<file path="src/rtl/clint_pkg.sv">
// Shared definitions for the CLINT bus front-end.
// Holds the default register addresses, the controller state encoding and
// the byte-strobe to bit-mask helper used by the read-modify-write path.
package clint_pkg;

    // Default byte addresses of the timer registers.
    localparam logic [63:0] CLINT_ADDR_MTIME    = 64'h0000_0000_0200_BFF8;
    localparam logic [63:0] CLINT_ADDR_MTIMECMP = 64'h0000_0000_0200_4000;

    localparam logic [7:0] STRB_FULL = 8'hFF;

    typedef enum logic [1:0] {
        StIdle,
        StRd,
        StWr,
        StRsp
    } state_e;

    // Expand each strobe bit into a full byte of mask bits.
    function automatic logic [63:0] strb_to_mask(input logic [7:0] strb);
        logic [63:0] mask;
        mask = '0;
        for (int i = 0; i < 8; i++) begin
            mask[i*8 +: 8] = {8{strb[i]}};
        end
        return mask;
    endfunction

endpackage

</file>
<file path="src/rtl/clint_rr_arb2.sv">
// Two-way round-robin arbiter.
// Ports:
//   clk, rst_n   clock and asynchronous active-low reset
//   req_i[1:0]   request valids of port 1 / port 0
//   accept_i     the granted request was accepted this cycle
//   gnt_o[1:0]   one-hot grant
// On a tie the port that was not served last wins. rr_last resets to 1 so
// port 0 wins the first tie.
module clint_rr_arb2 (
    input  logic       clk,
    input  logic       rst_n,
    input  logic [1:0] req_i,
    input  logic       accept_i,
    output logic [1:0] gnt_o
);

    logic rr_last_q;
    logic rr_last_d;

    always_ff @(posedge clk or negedge rst_n) begin
        if (!rst_n) begin
            rr_last_q <= 1'b1;
        end else begin
            rr_last_q <= rr_last_d;
        end
    end

    always_comb begin
        gnt_o = 2'b00;
        if (req_i == 2'b11) begin
            gnt_o = rr_last_q ? 2'b01 : 2'b10;
        end else if (req_i[0]) begin
            gnt_o = 2'b01;
        end else if (req_i[1]) begin
            gnt_o = 2'b10;
        end else begin
            // Idle: point at the port that would win the next tie.
            gnt_o = rr_last_q ? 2'b01 : 2'b10;
        end
    end

    always_comb begin
        rr_last_d = rr_last_q;
        if (accept_i) begin
            rr_last_d = gnt_o[1];
        end
    end

endmodule

</file>
<file path="src/rtl/clint_bus_ctrl.sv">
// Bus front-end for the CLINT timer register block.
// Arbitrates the MEM-stage port (0) and the debug/host port (1) onto the
// timer's single register port, decodes and checks each access, and turns
// byte-strobed stores into a read-modify-write.
// Ports:
//   clk, rst_n                      clock, asynchronous active-low reset
//   i_reqN_* / o_reqN_ready         request channel of port N (valid/ready)
//   o_rspN_* / i_rspN_ready         response channel of port N (valid/ready)
//   o_tmr_wen/addr/wdata            timer register write/address/data
//   i_tmr_rdata                     timer read data, combinational from addr
module clint_bus_ctrl
    import clint_pkg::*;
#(
    parameter logic [63:0] ADDR_MTIME    = CLINT_ADDR_MTIME,
    parameter logic [63:0] ADDR_MTIMECMP = CLINT_ADDR_MTIMECMP
) (
    input  logic        clk,
    input  logic        rst_n,

    input  logic        i_req0_valid,
    output logic        o_req0_ready,
    input  logic [63:0] i_req0_addr,
    input  logic        i_req0_wen,
    input  logic [63:0] i_req0_wdata,
    input  logic [7:0]  i_req0_wstrb,
    output logic        o_rsp0_valid,
    input  logic        i_rsp0_ready,
    output logic [63:0] o_rsp0_rdata,
    output logic        o_rsp0_err,

    input  logic        i_req1_valid,
    output logic        o_req1_ready,
    input  logic [63:0] i_req1_addr,
    input  logic        i_req1_wen,
    input  logic [63:0] i_req1_wdata,
    input  logic [7:0]  i_req1_wstrb,
    output logic        o_rsp1_valid,
    input  logic        i_rsp1_ready,
    output logic [63:0] o_rsp1_rdata,
    output logic        o_rsp1_err,

    output logic        o_tmr_wen,
    output logic [63:0] o_tmr_addr,
    output logic [63:0] o_tmr_wdata,
    input  logic [63:0] i_tmr_rdata
);

    state_e      state_q, state_d;
    logic [63:0] addr_q,  addr_d;
    logic        wen_q,   wen_d;
    logic [63:0] wdata_q, wdata_d;
    logic [7:0]  wstrb_q, wstrb_d;
    logic        port_q,  port_d;
    logic [63:0] data_q,  data_d;
    logic        err_q,   err_d;

    logic [1:0]  gnt;
    logic        accept;
    logic        sel_port;
    logic [63:0] sel_addr;
    logic        sel_wen;
    logic [63:0] sel_wdata;
    logic [7:0]  sel_wstrb;
    logic        sel_dec_err;
    logic        rsp_ready_sel;
    logic [63:0] wr_mask;
    logic [63:0] wr_merged;
    logic [63:0] rsp_rdata;

    // ------------------------------------------------------------------
    // Arbitration and request selection
    // ------------------------------------------------------------------
    clint_rr_arb2 u_arb (
        .clk      (clk),
        .rst_n    (rst_n),
        .req_i    ({i_req1_valid, i_req0_valid}),
        .accept_i (accept),
        .gnt_o    (gnt)
    );

    assign o_req0_ready = (state_q == StIdle) && gnt[0];
    assign o_req1_ready = (state_q == StIdle) && gnt[1];
    assign accept       = (i_req0_valid && o_req0_ready) || (i_req1_valid && o_req1_ready);

    assign sel_port  = gnt[1];
    assign sel_addr  = sel_port ? i_req1_addr  : i_req0_addr;
    assign sel_wen   = sel_port ? i_req1_wen   : i_req0_wen;
    assign sel_wdata = sel_port ? i_req1_wdata : i_req0_wdata;
    assign sel_wstrb = sel_port ? i_req1_wstrb : i_req0_wstrb;

    assign sel_dec_err = ((sel_addr != ADDR_MTIME) && (sel_addr != ADDR_MTIMECMP)) ||
                         (sel_addr[2:0] != 3'b000);

    assign rsp_ready_sel = port_q ? i_rsp1_ready : i_rsp0_ready;

    // Full writes leave data_q at zero, so the merge degenerates to wdata.
    assign wr_mask   = strb_to_mask(wstrb_q);
    assign wr_merged = (data_q & ~wr_mask) | (wdata_q & wr_mask);

    // ------------------------------------------------------------------
    // State register
    // ------------------------------------------------------------------
    always_ff @(posedge clk or negedge rst_n) begin
        if (!rst_n) begin
            state_q <= StIdle;
            addr_q  <= '0;
            wen_q   <= 1'b0;
            wdata_q <= '0;
            wstrb_q <= '0;
            port_q  <= 1'b0;
            data_q  <= '0;
            err_q   <= 1'b0;
        end else begin
            state_q <= state_d;
            addr_q  <= addr_d;
            wen_q   <= wen_d;
            wdata_q <= wdata_d;
            wstrb_q <= wstrb_d;
            port_q  <= port_d;
            data_q  <= data_d;
            err_q   <= err_d;
        end
    end

    // ------------------------------------------------------------------
    // Next-state logic
    // ------------------------------------------------------------------
    always_comb begin
        state_d = state_q;
        addr_d  = addr_q;
        wen_d   = wen_q;
        wdata_d = wdata_q;
        wstrb_d = wstrb_q;
        port_d  = port_q;
        data_d  = data_q;
        err_d   = err_q;

        unique case (state_q)
            StIdle: begin
                if (accept) begin
                    addr_d  = sel_addr;
                    wen_d   = sel_wen;
                    wdata_d = sel_wdata;
                    wstrb_d = sel_wstrb;
                    port_d  = sel_port;
                    data_d  = '0;
                    err_d   = sel_dec_err;
                    if (sel_dec_err) begin
                        state_d = StRsp;
                    end else if (!sel_wen) begin
                        state_d = StRd;
                    end else if (sel_wstrb == 8'h00) begin
                        // Empty store: acknowledge without touching the timer.
                        state_d = StRsp;
                    end else if (sel_wstrb == STRB_FULL) begin
                        state_d = StWr;
                    end else begin
                        state_d = StRd;
                    end
                end
            end
            StRd: begin
                data_d  = i_tmr_rdata;
                state_d = wen_q ? StWr : StRsp;
            end
            StWr: begin
                state_d = StRsp;
            end
            StRsp: begin
                if (rsp_ready_sel) begin
                    state_d = StIdle;
                end
            end
            default: begin
                state_d = StIdle;
            end
        endcase
    end

    // ------------------------------------------------------------------
    // Outputs
    // ------------------------------------------------------------------
    always_comb begin
        o_tmr_wen    = 1'b0;
        o_tmr_addr   = '0;
        o_tmr_wdata  = '0;
        o_rsp0_valid = 1'b0;
        o_rsp1_valid = 1'b0;
        o_rsp0_rdata = '0;
        o_rsp1_rdata = '0;
        o_rsp0_err   = 1'b0;
        o_rsp1_err   = 1'b0;
        // Writes return zero read data; data_q then holds the RMW old value.
        rsp_rdata    = wen_q ? 64'h0 : data_q;

        unique case (state_q)
            StRd: begin
                o_tmr_addr = addr_q;
            end
            StWr: begin
                o_tmr_wen   = 1'b1;
                o_tmr_addr  = addr_q;
                o_tmr_wdata = wr_merged;
            end
            StRsp: begin
                if (port_q) begin
                    o_rsp1_valid = 1'b1;
                    o_rsp1_rdata = rsp_rdata;
                    o_rsp1_err   = err_q;
                end else begin
                    o_rsp0_valid = 1'b1;
                    o_rsp0_rdata = rsp_rdata;
                    o_rsp0_err   = err_q;
                end
            end
            default: begin
            end
        endcase
    end

endmodule

</file>
<file path="config.mk">
export PLATFORM = sky130hd
export DESIGN_NAME = clint_bus_ctrl
export DESIGN_NICKNAME = d
export VERILOG_FILES = /design/src/rtl/clint_pkg.sv /design/src/rtl/clint_rr_arb2.sv /design/src/rtl/clint_bus_ctrl.sv
export SDC_FILE = /design/constraint.sdc
export NUM_CORES = 1
export LEC_CHECK = 0
export CAP_MARGIN = 20
export CORE_AREA = 2 2 236 238
export CTS_CLUSTER_DIAMETER = 50
export DETAILED_ROUTE_END_ITERATION = 6
export DIE_AREA = 0 0 238 240
export GPL_TIMING_DRIVEN = 0
export MAX_ROUTING_LAYER = met4
export RECOVER_POWER = 100
export SYNTH_ARGS = -nofsm -noshare
export SYNTH_HDL_FRONTEND = slang
export SYNTH_SLANG_ARGS = --single-unit
</file>
<file path="constraint.sdc">
create_clock -name clk -period 4.9 [get_ports clk]
set_input_delay 1.47 -clock clk [delete_from_list [all_inputs] [get_ports clk]]
set_output_delay 1.47 -clock clk [all_outputs]
set_load 0.005 [all_outputs]
</file>
==> impl_results.md <==
- Period utilization: 0.976
- Die area: 57100 µm²
- # IOs: 607
- Setup TNS: 0 ns
- Slew margin rel.: -0.798
- IO buf count: 605
- Number of vias per cell: 4.59
- RSZ-0062 raised after global routing: no
- PwrDens: 548 nW/µm²
- Post-synthesis adder-cell area fraction: 0.00536
- Via count: 11900
- Cell at the slowest stage of the critical path: clkdlybuf4s50_1
- Starting density of the core: 0.213
- Die extent in x: 238 µm
- Total wire length: 58500 µm
- Post-synthesis mux area share: 0.173
- Synthesized netlist net count: 1567
- H-tree Lvls: 2
- Row count: 86
- Clk_lat worst skew: 0.53 ns
- Chip height: 240 µm
- Gr ovfl total: 0
- Peak VDD IR: 0.232 mV
- Share of cells above drive strength 1: 0.0467
- Post-synth EDFFs: 0
- Setup WS pre-CTS: -1.04 ns
- Clock root cell: clkbuf_16
- Setup Buffers After CTS: 0
- CP startpoint kind: input port
- Area growth, synth to finish: 69.9%
- Xor-xnor portion of the synthesized cell area: 0
- Critical path cell sequence: dlygate4sd2_1 > o21ba_4 > a21o_1 > buf_6 > buf_16 > and2_1 > clkdlybuf4s50_1
- Simple-gate area share of the yosys netlist: 0.220
- Hold WC Path Type: flop to flop
- DRT Pass-1 Iters: 5
- Worst EP required: 3.43 ns
- Worst Slack Setup Final: 0.119 ns
- Hold Vio Cnt, Final: 0
- Distinct cell type count after synthesis: 42
- Crit path max fanout: 28
- CP endpoint kind: output pin
- Syn Inst Count: 1218
- Fin. max-slew vios: 102
- WL/cell: 22.5 µm
- CTS buffer count: 35
- Antenna violations before repair: 6
- Most frequent cells in the layout: clkdlybuf4s50_1 (441), dfrtp_1 (205), mux2i_1 (198)
- Max_cap viols: 1
- Fmax: 209 MHz
- Crit Path Category: input port to output pin
- Status: finished, violations left
- Clock sinks: 206
- RR Startpoint: state_q[0]$_DFFE_PN0P_
- CTS tree: yes
- Min Tclk post-route: 4.78 ns
- Final nets: 2211
- Pleak: 9.02 nW
- Hold Buf Count CTS: 0
- Min-Delay Startpoint: addr_q[39]$_DFFE_PN0P_
- Compound-Gate Fraction of Synth Area: 0.121
- Failing checks: max-capacitance violations, max-slew violations
- Synth warnings: 0
- Worst-Margin Slew: 2.70 ns
- Final setup viols: 0
- Clock transition at path regs: 0.05 ns
- Largest net degree at the start of global routing: 106
- Commonest non-fill, non-tap cell in the layout: clkdlybuf4s50_1
- Initial DRC Count: 468
- Post-DP HPWL: 47200 µm
- First-pass GRT wire length: 82200 µm
- Post-Syn Area: 11700 µm²
- CP max stage delay: 0.51 ns
- Setup Skew: 0.0194 ns
- Largest family of logic cells by synthesized area: simple AND/OR/NAND/NOR gates
- Bufs on Longest Clock Path: 3
- Crit path from: i_req1_valid
- Ys async rst share: 1.00
- Vias in the first global route: 12500
- Final ANT Viol Nets: 0
- Flops & latches, synth: 206
- Gr usage total: 0.203
- Avg Inst Size Synth: 9.58 µm²
- Core area: 54700 µm²
- Crit path arrival time: 3.31 ns
- # DRC: 0
- Routability-driven placement congestion ratio: 0.948
- Seq/Total Area, Yosys: 0.442
- Main synth FF type: dfrtp_1
routing by layer:
metal  vias to the layer above  GRT usage  share of wire
met1                      5785      0.246           0.43
li1                       5599          -              -
met4                         0     0.0809          0.035
met5                         -          -              0
met2                       430      0.334           0.48
met3                        98     0.0372          0.052
report_power, final:
| group | internal [W] | switching, W |
|---|---|---|
| clock network | 0.00151 | 0.000920 |
| logic | 0.00253 | 0.00287 |
| registers | 0.00248 | 0.000556 |
| total | 0.00652 | 0.00435 |
flip-flops by register name, summed over array words and instances, names as in the netlist:
name	count
addr_q	64
data_q	64
wdata_q	64
wstrb_q	8
state_q	2
err_q	1
port_q	1
u_arb.rr_last_q	1
wen_q	1
stage by stage:
step           cells  power, W  hold WS, ns  area [µm²]  utilization
2_1_floorplan   1218   0.00557        0.442       11700            -
3_3_place_gp    2527   0.00858        0.455       18600        0.340
3_5_place_dp    2531   0.00867        0.462       18700        0.341
4_1_cts         2589    0.0112        0.472       19800        0.363
5_1_grt         2594    0.0116        0.493       19800        0.363
6_report        2596    0.0109        0.466       19800        0.363
layout make-up:
cell class,count,area [µm²]
diodes,7,17.5
plain buffers,100,432
clock buffers,42,953
clock inverters,18,190
fillers,5512,34800
inverters,5,18.8
multi-input cells,904,6080
flip-flops and latches,206,5160
well taps,704,881
repair buffers,610,6110
cells by family after synthesis:
logic type      count (synthesis)
simple gates                  473
compound gates                225
flops                         206
mux                           201
buf+inv                       108
fa+ha+maj                       5
path summary, 6_finish.rpt:
path,cells after the start,endpoint,slack (ns)
setup / recovery,7,o_req0_ready,0.12
max in group asynchronous,1,wdata_q[62]$_DFFE_PN0P_,1.53
hold / removal,2,addr_q[39]$_DFFE_PN0P_,0.47
setup reg to reg,10,wdata_q[55]$_DFFE_PN0P_,0.95
hold reg to reg,2,addr_q[39]$_DFFE_PN0P_,0.47
min in group asynchronous,1,wdata_q[17]$_DFFE_PN0P_,1.78
cells in the mapped netlist, types with 2 or more instances:
cell	count	area [µm²]
a21oi_1	6	30.0
or4_1	3	22.5
mux2_2	2	22.5
nor3_1	2	10.0
dfrtp_1	205	5130
o21ai_1	2	10.0
nand3_1	7	35.0
nor4b_1	2	17.5
buf_6	3	33.8
buf_1	7	26.3
clkbuf_1	76	285
o31ai_1	2	15.0
inv_1	5	18.8
a22o_1	64	561
ha_1	5	62.6
nand4_1	10	62.6
nor4_1	27	169
nor2_1	10	37.5
nand2_1	148	556
mux2i_1	198	1980
buf_2	17	85.1
o21ai_0	138	691
and2_1	132	826
a21o_1	2	15.0
nor2b_1	64	400
and3_1	65	407
critical path, delay by kind of cell:
| kind | cells | cell delay [ns] |
|---|---|---|
| compound gates | 2 | 0.41 |
| simple gates | 1 | 0.18 |
| buf+inv | 4 | 1.22 |
repair_timing:
action                     in CTS  in global routing
setup endpoints to repair      12                  3
cloned                          0                  0
resized for setup               8                  0
Power figures use the tool's default switching activity.
